===== src/rtl/fifo_arb_pkg.sv =====
// fifo_arb_pkg: shared FSM state type and width helpers for the FIFO write arbiter
package fifo_arb_pkg;
  typedef enum logic [0:0] {IDLE = 1'b0, BURST = 1'b1} state_t;
  localparam int N_REQ_DEF = 4;
  localparam int BURST_LEN_DEF = 16;
  localparam int GRANT_W_DEF = $clog2(N_REQ_DEF);
  localparam int CNT_W_DEF = $clog2(BURST_LEN_DEF + 1);
  function automatic int grant_w(input int n);
    return $clog2(n);
  endfunction
  function automatic int cnt_w(input int b);
    return $clog2(b + 1);
  endfunction
endpackage


===== src/rtl/fifo_arb_rr_pick.sv =====
// fifo_arb_rr_pick: combinational round-robin picker searching upward from last+1 with wrap
module fifo_arb_rr_pick #(
  parameter int N_REQ = 4,
  parameter int GW = 2
) (
  input  logic [N_REQ-1:0] req,
  input  logic [GW-1:0]    last,
  output logic [GW-1:0]    win,
  output logic             any
);
  always_comb begin
    win = '0;
    for (int k = N_REQ; k >= 1; k--)
      if (req[(int'(last) + k) % N_REQ]) win = GW'((int'(last) + k) % N_REQ);
    any = |req;
  end
endmodule


===== src/rtl/fifo_wr_arbiter.sv =====
// fifo_wr_arbiter: burst-granular round-robin arbiter for a FIFO write port
// FIFO_ARB_PRIO0_EN: requester 0 wins every arbitration it requests in
module fifo_wr_arbiter
  import fifo_arb_pkg::*;
#(
  parameter int N_REQ = 4,
  parameter int DATA_WIDTH = 32,
  parameter int DEPTH_WIDTH = 10,
  parameter int BURST_LEN = 16
) (
  input  logic                          wr_clk,
  input  logic                          wr_rst,
  input  logic [N_REQ-1:0]              req_valid,
  input  logic [N_REQ-1:0]              req_last,
  input  logic [N_REQ*DATA_WIDTH-1:0]   req_data,
  output logic [N_REQ-1:0]              req_ready,
  output logic                          fifo_wr_en,
  output logic [DATA_WIDTH-1:0]         fifo_wr_data,
  input  logic                          fifo_wr_full,
  input  logic [DEPTH_WIDTH:0]          fifo_wr_water_level,
  output logic [grant_w(N_REQ)-1:0]     grant_id,
  output logic                          busy
);
  localparam int GW = grant_w(N_REQ);
  localparam int CW = cnt_w(BURST_LEN);
  state_t state;
  logic [GW-1:0] last_grant, win, win_rr;
  logic [CW-1:0] cnt;
  logic [DEPTH_WIDTH:0] free;
  logic [N_REQ-1:0] pick_req;
  logic any_rr, go, done;
`ifdef FIFO_ARB_PRIO0_EN
  assign pick_req = req_valid & ~N_REQ'(1);
  assign win = req_valid[0] ? '0 : win_rr;
`else
  assign pick_req = req_valid;
  assign win = win_rr;
`endif
  fifo_arb_rr_pick #(.N_REQ(N_REQ), .GW(GW)) u_pick (
    .req(pick_req),
    .last(last_grant),
    .win(win_rr),
    .any(any_rr)
  );
  always_comb begin
    free = {1'b1, {DEPTH_WIDTH{1'b0}}} - fifo_wr_water_level;
    busy = state == BURST;
    go = state == IDLE && (any_rr || req_valid[0]) && free >= (DEPTH_WIDTH+1)'(BURST_LEN);
    req_ready = busy && !fifo_wr_full ? N_REQ'(1) << grant_id : '0;
    fifo_wr_en = busy && req_valid[grant_id] && !fifo_wr_full;
    fifo_wr_data = busy ? req_data[grant_id*DATA_WIDTH +: DATA_WIDTH] : '0;
    done = fifo_wr_en && (req_last[grant_id] || {1'b0, cnt} + 1'b1 == (CW+1)'(BURST_LEN));
  end
  always_ff @(posedge wr_clk) begin
    if (wr_rst) begin
      state <= IDLE;
      grant_id <= '0;
      last_grant <= GW'(N_REQ - 1);
      cnt <= '0;
    end else if (go) begin
      state <= BURST;
      grant_id <= win;
      cnt <= '0;
    end else if (done) begin
      state <= IDLE;
      cnt <= cnt + 1'b1;
`ifdef FIFO_ARB_PRIO0_EN
      last_grant <= grant_id == '0 ? last_grant : grant_id;
`else
      last_grant <= grant_id;
`endif
    end else if (fifo_wr_en) begin
      cnt <= cnt + 1'b1;
    end
  end
endmodule


===== config.mk =====
export PLATFORM = sky130hd
export DESIGN_NAME = fifo_wr_arbiter
export DESIGN_NICKNAME = d
export VERILOG_FILES = /design/src/rtl/fifo_arb_pkg.sv /design/src/rtl/fifo_arb_rr_pick.sv /design/src/rtl/fifo_wr_arbiter.sv
export SDC_FILE = /design/constraint.sdc
export NUM_CORES = 1
export LEC_CHECK = 0
export CORE_ASPECT_RATIO = 0.8
export CORE_MARGIN = 2
export CORE_UTILIZATION = 30
export CTS_CLUSTER_SIZE = 24
export DETAILED_ROUTE_END_ITERATION = 7
export DONT_BUFFER_PORTS = 1
export SYNTH_ARGS = -nofsm -noshare
export SYNTH_HDL_FRONTEND = slang
export SYNTH_SLANG_ARGS = --single-unit
export TNS_END_PERCENT = 50

===== constraint.sdc =====
create_clock -name wr_clk -period 2.9 [get_ports wr_clk]
set_clock_uncertainty 0.05 [all_clocks]
set_input_delay 0.29 -clock wr_clk [delete_from_list [all_inputs] [get_ports wr_clk]]
set_output_delay 0.29 -clock wr_clk [all_outputs]
set_load 0.005 [all_outputs]

==> results of run 1 <==
-- stage by stage --
stage | total power, uW | utilization [%] | setup WS [ns]
6_report | 577 | 32.2 | 0.657
5_1_grt | 628 | 32.2 | 0.510
4_1_cts | 591 | 32.2 | 0.589
3_5_place_dp | 449 | 31.4 | 0.748
3_3_place_gp | 447 | 31.4 | 0.804
2_1_floorplan | 421 | - | 0.930
-- worst paths after layout --
| path | depth (start not counted) | slack (ns) | to |
|---|---|---|---|
| worst min register to register | 2 | 0.49 | cnt[4] |
| worst min-delay path | 1 | 0.07 | grant_id[1] |
| worst max-delay path | 3 | 0.66 | fifo_wr_data[14] |
| worst max register to register | 4 | 0.80 | last_grant[0] |
-- cells by family after synthesis --
| group | after synthesis | share of synthesized area (%) |
|---|---|---|
| fa+ha+maj | 1 | 0.751 |
| buf+inv | 16 | 5.71 |
| mux | 37 | 47.0 |
| flops | 10 | 12.0 |
| xor+xnor | 4 | 2.10 |
| compound gates | 14 | 7.51 |
| simple gates | 69 | 24.9 |
-- state kept, by name, summed over array words and instances (netlist names) --
| signal | flops |
|---|---|
| busy | 1 |
| cnt | 5 |
| grant_id | 2 |
| last_grant | 2 |
-- layout by cell type, fill, tap and decap left out, types with 3 or more instances in the layout --
cell,instances
mux4_2,33
and2_1,31
nor2_1,15
dfxtp_1,8
mux2i_1,4
buf_4,4
inv_1,3
nor3_1,3
nand2_1,3
xor2_1,3
clkbuf_8,3
-- cells in the mapped netlist (all sizes together) --
master / number
nand2: 3
o21a: 1
xor2: 3
nor3: 3
a211o: 1
xnor2: 1
clkbuf: 6
and3: 1
o22ai: 2
nor2: 15
or2: 1
nor2b: 1
and4b: 1
mux2i: 4
ha: 1
nor4: 3
mux4: 33
inv: 3
nor4b: 1
a21boi: 1
nand3b: 2
a21oi: 2
nand4: 2
a221o: 1
or3b: 1
and2: 33
dfxtp: 10
o21bai: 1
buf: 7
o21ai: 2
nand3: 1
o221ai: 2
nand4b: 1
a311oi: 1
-- per-layer routing --
metal / vias to the layer above / wire length [microns]
met5: - / 0
met4: 0 / 13
met2: 106 / 2330
met3: 2 / 481
met1: 574 / 1820
li1: 585 / -
-- critical path, cell delays in order, from the launching register on --
cell and delay (ns):
dfxtp_2 0.49, buf_4 0.40, mux4_2 0.58, and2_1 0.20
-- report_power, final --
part | total, uW | internal, uW | leakage [uW] | switching [uW]
combinational | 272 | 168 | 0.000430 | 105
clock | 137 | 90.2 | 0.0000216 | 46.6
sequential | 168 | 145 | 0.0000822 | 23.1
total | 577 | 403 | 0.000534 | 174
-- area by class of cell --
cell class | instances | area (sq um) | share of cell area [%]
sequential | 10 | 203 | 11.7
inverter | 3 | 11.3 | 0.648
timing repair buffer | 4 | 30.0 | 1.73
clock buffer | 3 | 41.3 | 2.38
multi-input combinational | 125 | 1370 | 78.9
tap | 65 | 81.3 | 4.68
==> impl_metrics.tcl, run 1 <==
set metrics [dict create \
    cts_max_path_buffers 2 \
    required_ns 2.56 \
    path_class "register to output pin" \
    dieArea_sq_mm 0.00617 \
    vias_per_cell 6.03 \
    max_slew_margin_pct 43.7 \
    syn_area_per_cell_sq_um 11.0 \
    timing.hold.ws_ns 0.0712 \
    regToRegStartpoint "grant_id[1]" \
    row_count 24 \
    cts-buffers-inserted 3 \
    leakagePower_uw 0.000534 \
    outcome "complete, no violations" \
    synth-seq-cells 10 \
    path_clk_slew_ns 0.04 \
    met1_usage_pct 18.1 \
    post_cts_resized 0 \
    nFillCells 533 \
    period_minus_slack_ns 2.24 \
    yosysWarnings 0 \
    drtIter0Drc 34 \
    coreArea_sq_mm 0.00541 \
    finalInstanceArea_sq_mm 0.00174 \
    port-buffer-count 0 \
    overflow 0 \
    fmax_mhz 446 \
    insertedDiodeCount 0 \
    global_route.peak_usage_layer "met2" \
    vias 1267 \
    fp.dieW_microns 87.3 \
    worst_slew_pin_slew_ns 0.845 \
    drc 0 \
    path_max_fanout 19 \
    synthCells 151 \
    power_density_mw_per_mm2 332 \
    start_util_pct 30.8 \
    drtPass1Iterations 4 \
    grt_pass1_vias 1287 \
    vdd_drop_max_mv 0.133 \
    drt-total-wl_mm 4.65 \
    dieHeight_microns 70.7 \
    placed_area_sq_mm 0.00170 \
    ant_nets 0 \
    timing_hold_violations_final 0 \
    drive_gt1_share_pct 33.1 \
    grt.total_usage_pct 14.1 \
    ys_top_cells_by_area "mux4_2 45%, dfxtp_1 12%, and2_1 12%" \
    gp_congestion 0.742 \
    wl_per_cell_microns 22.1 \
    grtUsageMet3_pct 3.97 \
    yosysSeqAreaShare_pct 12.0 \
    ioPinCount 190 \
    clkSinkCount 10 \
    netlist.top_cell.by_area "mux4_2" \
    synth_area_sq_mm 0.00167 \
    grt_pass1_wl_mm 6.71 \
    drv_cap 0 \
    critical_path.startpoint_type "register" \
    setup_viol 0 \
    crit_start "grant_id[0]" \
    cts_tree "done" \
    h-tree-depth 1 \
    hold_start "wr_rst" \
    cp.arrival_ns 1.90 \
    syn-num-nets 302 \
    area_delta_synth_final_pct 4.28 \
    placedCellCount 207 \
    fin_cells 210 \
    hold_path_class "input port to register" \
    met2_usage_pct 24.2 \
    clock_insertion_delay_worst_skew_ns 0.23 \
    synth_top_area_share_pct 44.6 \
    dpl.hpwl_mm 3.92 \
    worst_setup_path_end_kind "output pin" \
    grt_max_degree 38 \
    hold_buffers 0 \
    clock-root-buffer "clkbuf_8" \
    rsz0062_at_grt "no" \
    slew_violations 0 \
    antenna_found_initial 0 \
    finalSetupTns_ns 0 \
    ys_types 39 \
    post_cts_buffers 0 \
    layout.nets 298 \
    period_share_pct 77.3 \
]
Power figures use the tool's default switching activity.
==> inputs of run 2 (changes only) <==
ABC_AREA = 1   (was default)
clock period = 1.88 ns   (was 2.9 ns; I/O delays follow)
==> run 2 against run 1 <==
Routed wire length up 37%. Flip-flop and latch count unchanged. Cell count up 77%. Synthesized cell count up 100%. Global-route usage up 2.9 points. Area after synthesis up 2.0%. Largest cell class unchanged. Largest power group unchanged. Utilization up 1.2 points. Via count up 74%. Final area up 4.8%. Combinational power up 140%. Register-to-register slack worse by 0.37 ns.
==> impl_metrics.tcl, run 2 <==
set metrics [dict create \
    drtIter0Drc 117 \
    wl_per_cell_microns 17.1 \
    ioPinCount 190 \
    synth_edf_count 0 \
    finalSetupTns_ns 0 \
    final_cell_mix "78 x nand3_1, 61 x nand2_1, 33 x a31oi_1" \
    p_seq_share_pct 21.8 \
    grt_max_degree 41 \
    final_core_util_pct 33.3 \
    r2r_cells 7 \
    placedCellCount 368 \
    power_switching_uw 536 \
    slew_violations 0 \
    drive_gt1_share_pct 8.53 \
    ys_async_sr_fraction_pct 0 \
    setup_viol 0 \
    cp.arrival_ns 1.47 \
    netlist.top_cell.by_area "nand3_1" \
    area_delta_synth_final_pct 7.06 \
    worst_setup_path_end_kind "output pin" \
    antenna_found_initial 0 \
    dpl.hpwl_mm 4.96 \
    clkSinkCount 10 \
    synth.most_common_cell "nand3_1" \
    critical_path.startpoint_type "register" \
    clock_insertion_delay_worst_skew_ns 0.23 \
    yosysSeqAreaShare_pct 11.8 \
    endpoint "fifo_wr_data[20]" \
    start_util_pct 31.1 \
    r2r_slack_ns 0.43 \
    required_ns 1.64 \
    synth_top_area_share_pct 23.0 \
    outcome "complete, no violations" \
    row_count 24 \
    vias_per_cell 5.96 \
    path_class "register to output pin" \
    period_minus_slack_ns 1.71 \
    timing_hold_violations_final 0 \
    cts-buffers-inserted 3 \
    cts_max_path_buffers 2 \
    synth-seq-cells 10 \
    crit_start "grant_id[1]" \
    largest-register "cnt" \
    top_regs "cnt (5), grant_id (2), last_grant (2)" \
    worstReg2RegEnd "busy" \
    grt.total_usage_pct 17.0 \
    vdd_drop_max_mv 0.290 \
    clock_power_share_pct 19.7 \
    h-tree-depth 1 \
    ys_top_cells_by_area "nand3_1 23%, a22oi_1 14%, nand2_1 13%" \
    port-buffer-count 0 \
    grt_pass1_vias 1818 \
    clock-root-buffer "clkbuf_8" \
    vias 2210 \
    fp.dieW_microns 88.2 \
    synth_commonest_cells "78 x nand3_1, 61 x nand2_1, 33 x a31oi_1" \
    period_share_pct 91.0 \
    drv_cap 0 \
    synth_area_sq_mm 0.00170 \
    path_max_fanout 17 \
    layout.nets 446 \
    post_cts_buffers 0 \
    fmax_mhz 585 \
    finalPower_uw 1120 \
    drtPass1Iterations 4 \
    syn-num-nets 454 \
    p_sw_share_pct 47.8 \
    synth-main-ff-cell "dfxtp_1" \
    max_slew_margin_pct 72.9 \
    pwr-share-comb_pct 58.5 \
    coreArea_sq_mm 0.00547 \
    whs_path_depth 3 \
    ys_types 27 \
    yosysWarnings 0 \
    largest_reg_flops 5 \
    drc 0 \
    cts_tree "done" \
    mostFrequentLayoutCell "nand3_1" \
    syn_area_per_cell_sq_um 5.61 \
    regToRegStartpoint "cnt[0]" \
    dieHeight_microns 71.3 \
    worst_slew_pin_slew_ns 0.403 \
    dieArea_sq_mm 0.00629 \
    hold_path_class "input port to register" \
    synthCells 303 \
    nFillCells 599 \
    grt_pass1_wl_mm 8.54 \
    insertedDiodeCount 0 \
    p_int_uw 587 \
    power_density_mw_per_mm2 617 \
    path_clk_slew_ns 0.05 \
    timing.hold.ws_ns 0.0661 \
    gp_congestion 0.832 \
    ant_nets 0 \
    rsz0062_at_grt "no" \
    fin_cells 371 \
    overflow 0 \
    leakagePower_uw 0.000683 \
    drt-total-wl_mm 6.35 \
]
## run 2: changes by cell type after synthesis, sizes merged, moves of 4 or more
cell    before  now
nor2        15   19
a31oi        0   33
and2        33    0
mux2i        4    0
a22oi        0   32
nand3        1   78
clkbuf       6   12
a21oi        2    9
inv          3   21
nand2        3   62
mux4        33    0
buf          7   13
## run 2: kinds of logic after synthesis
group	Yosys count	share of synthesized area [%]
AND/OR/NAND/NOR	162	43.3
AO/OA/AOI/OAI	81	31.8
buffers and inverters	47	11.4
flip-flops	10	11.8
XOR/XNOR	2	1.03
adder cells (fa/ha/maj)	1	0.736
## run 2: power groups by stage
stage          Clock (uW)  Combinational [uW]  Sequential [uW]
6_report              221                 657              244
2_1_floorplan           0                 521              238
3_3_place_gp            0                 632              246
3_5_place_dp            0                 651              247
5_1_grt               236                 725              246
4_1_cts               228                 652              243
## run 2: repair_timing
item / 4_1_cts / 5_1_grt
gates resized for setup: 0 / 1
hold buffers: 0 / 0
endpoints found under the setup margin: 0 / 10
## run 2: worst min-delay path by stage
stage	to	from	slack, ns
4_1_cts	grant_id[0]	wr_rst	0.07
6_report	grant_id[0]	wr_rst	0.07
3_3_place_gp	grant_id[0]	wr_rst	0.32
3_5_place_dp	grant_id[0]	wr_rst	0.31
2_1_floorplan	grant_id[0]	wr_rst	0.28
5_1_grt	grant_id[0]	wr_rst	0.08
## run 2: worst max-delay path, stage by stage (launching register included)
cell     delay [ns]
dfxtp_2        0.34
inv_1          0.07
nand2_1        0.10
inv_2          0.16
buf_4          0.25
a22oi_1        0.09
a31oi_1        0.21
## run 2: through the flow
stage          instance area, sq um  worst slack (ns)
2_1_floorplan                  1700             0.410
3_3_place_gp                   1780             0.413
3_5_place_dp                   1780             0.359
4_1_cts                        1820            0.0978
5_1_grt                        1820            0.0664
6_report                       1820             0.170
## run 2: cell type report
type	count	area, sq um	area share (%)
clock buffer	3	41.3	2.27
inverter	22	82.6	4.54
multi-input combinational	246	1310	71.8
sequential	10	203	11.1
tap	78	97.6	5.36
timing repair buffer	12	90.1	4.95
## run 2: routing by layer
metal | routed length, microns | global-route usage (%)
met1 | 2690 | 22.2
met2 | 3030 | 29.7
met3 | 569 | 2.65
met4 | 48 | 2.86
met5 | 0 | 0
==> inputs of run 3 (changes only) <==
CORE_AREA = 2 2 73 75   (was default)
CORE_ASPECT_RATIO = default   (was 0.8)
CORE_MARGIN = default   (was 2)
CORE_UTILIZATION = default   (was 30)
DIE_AREA = 0 0 75 77   (was default)
clock period = 2.2 ns   (was 1.88 ns; I/O delays follow)
==> run 3 against run 2 <==
Sequential share of layout area hardly changed. Cell count fell by 2.2%. Flip-flop and latch count is the same. Register-to-register slack about the same. Non-clock buffer count fell by 1. Clock power is 6% higher. Power decreased by 10%. First-iteration DRC count up 10%. Critical endpoint is now fifo_wr_data[28].
==> impl_metrics.tcl, run 3 (synthesis gave the netlist of run 2 again) <==
set metrics [dict create \
    outcome "complete, no violations" \
    seq_area_sq_um 203 \
    drtIter0Drc 129 \
    cts_max_path_buffers 2 \
    gp_congestion 0.842 \
    finalSetupTns_ns 0 \
    drc 0 \
    crit_slowest_cell "nor2_2" \
    vias_per_cell 6.24 \
    vias 2264 \
    slew_violations 0 \
    largest-register "cnt" \
    setup_viol 0 \
    path_max_fanout 11 \
    r2r_cells 7 \
    hold_start "wr_rst" \
    placed_area_sq_mm 0.00176 \
    post_cts_buffers 0 \
    post_cts_resized 0 \
    required_ns 1.93 \
    grt_max_degree 38 \
    placedCellCount 359 \
    timing_hold_violations_final 0 \
    ioPinCount 190 \
    power_density_mw_per_mm2 553 \
    dpl.hpwl_mm 5.37 \
    period_share_pct 90.9 \
    h-tree-depth 1 \
    crit_chain "nor2_2, buf_4, a22oi_1, a31oi_1" \
    finalInstanceArea_sq_mm 0.00182 \
    dieArea_sq_mm 0.00578 \
    path_class "register to output pin" \
    clkSinkCount 10 \
    worst_setup_path_end_kind "output pin" \
    nFillCells 553 \
    path_clk_slew_ns 0.05 \
    largest_reg_flops 5 \
    area_delta_synth_final_pct 6.99 \
    start_util_pct 34.2 \
    mostFrequentLayoutCell "nand3_1" \
    clock_insertion_delay_worst_skew_ns 0.24 \
    port-buffer-count 0 \
    fmax_mhz 500 \
    r2r_slack_ns 0.43 \
    grt_pass1_vias 1981 \
    top_regs "cnt (5), grant_id (2), last_grant (2)" \
    grt.total_usage_pct 21.5 \
    worstReg2RegEnd "cnt[3]" \
    ant_nets 0 \
    row_count 26 \
    cts-buffers-inserted 3 \
    drv_cap 0 \
    hold_path_end "grant_id[0]" \
    cp.arrival_ns 1.73 \
    drive_gt1_share_pct 8.53 \
    period_minus_slack_ns 2.00 \
    leakagePower_uw 0.000686 \
    multi_input_area_sq_mm 0.00131 \
    coreArea_sq_mm 0.00498 \
    regToRegStartpoint "grant_id[0]" \
    drtPass1Iterations 4 \
    vdd_drop_max_mv 0.538 \
    fp.dieW_microns 75 \
    hold_path_class "input port to register" \
    antenna_found_initial 1 \
    final_cell_mix "78 x nand3_1, 61 x nand2_1, 33 x a31oi_1" \
    drt-total-wl_mm 6.84 \
    rsz0062_at_grt "no" \
    overflow 0 \
    critical_path.startpoint_type "register" \
    fin_cells 363 \
    insertedDiodeCount 0 \
    layout.nets 445 \
    clock-root-buffer "clkbuf_8" \
    max_stage_delay_ns 0.42 \
    wl_per_cell_microns 18.8 \
    cts_tree "done" \
    dieHeight_microns 77 \
    final_core_util_pct 36.6 \
    hold_buffers 0 \
    whs_path_depth 3 \
    worst_slew_pin_slew_ns 0.490 \
    max_slew_margin_pct 67.3 \
    grt_pass1_wl_mm 9.85 \
]
run 3: cell count changes in the layout (fill, tap and decap cells not counted):
cell and delta:
inv_2 -1, buf_4 -1, clkbuf_8 +1, inv_4 +1
run 3: metal layers:
metal  track usage, %  vias up  share of wire, %
met3             7.36       10                11
met4             2.32        2               1.1
met5                0        -              0.23
li1                 -     1078                 -
met2             36.1      136                47
met1             27.0     1038                41
run 3: report_power, final:
group          leakage (uW)  switching [uW]  internal [uW]
Sequential        0.0000822            16.6            193
Clock             0.0000288            77.3            158
Combinational      0.000575             375            186
Total              0.000686             469            536
run 3: cell type report:
| class | instances | share of cell area [%] |
|---|---|---|
| inverter | 22 | 4.68 |
| tap | 70 | 4.81 |
| sequential | 10 | 11.1 |
| multi-input combinational | 246 | 71.8 |
| timing repair buffer | 11 | 4.54 |
| clock buffer | 4 | 3.03 |
run 3: stage by stage:
stage                     setup slack (ns)  hold slack [ns]  power [uW]
after global placement               0.415            0.348         755
after global routing                0.0395            0.106        1090
after floorplan                      0.698            0.315         649
after CTS                            0.110           0.0943        1010
final                                0.201           0.0978        1010
after detailed placement             0.368            0.345         770
run 3: worst max-delay path, delay by kind of cell, from the launching register on:
kind	cells	cell delay, ns
AOI/OAI and AO/OA	2	0.44
buffers and inverters	1	0.27
DFF	1	0.36
and+or+nand+nor	1	0.42
run 3: how the worst max path moves through the flow:
stage,startpoint,end,slack [ns],depth (start not counted)
after detailed placement,grant_id[1],fifo_wr_data[28],0.37,6
after floorplan,grant_id[1],fifo_wr_data[10],0.70,5
final,grant_id[1],fifo_wr_data[28],0.20,4
after CTS,grant_id[1],fifo_wr_data[28],0.11,6
after global routing,grant_id[1],fifo_wr_data[28],0.04,4
after global placement,grant_id[1],fifo_wr_data[28],0.41,6
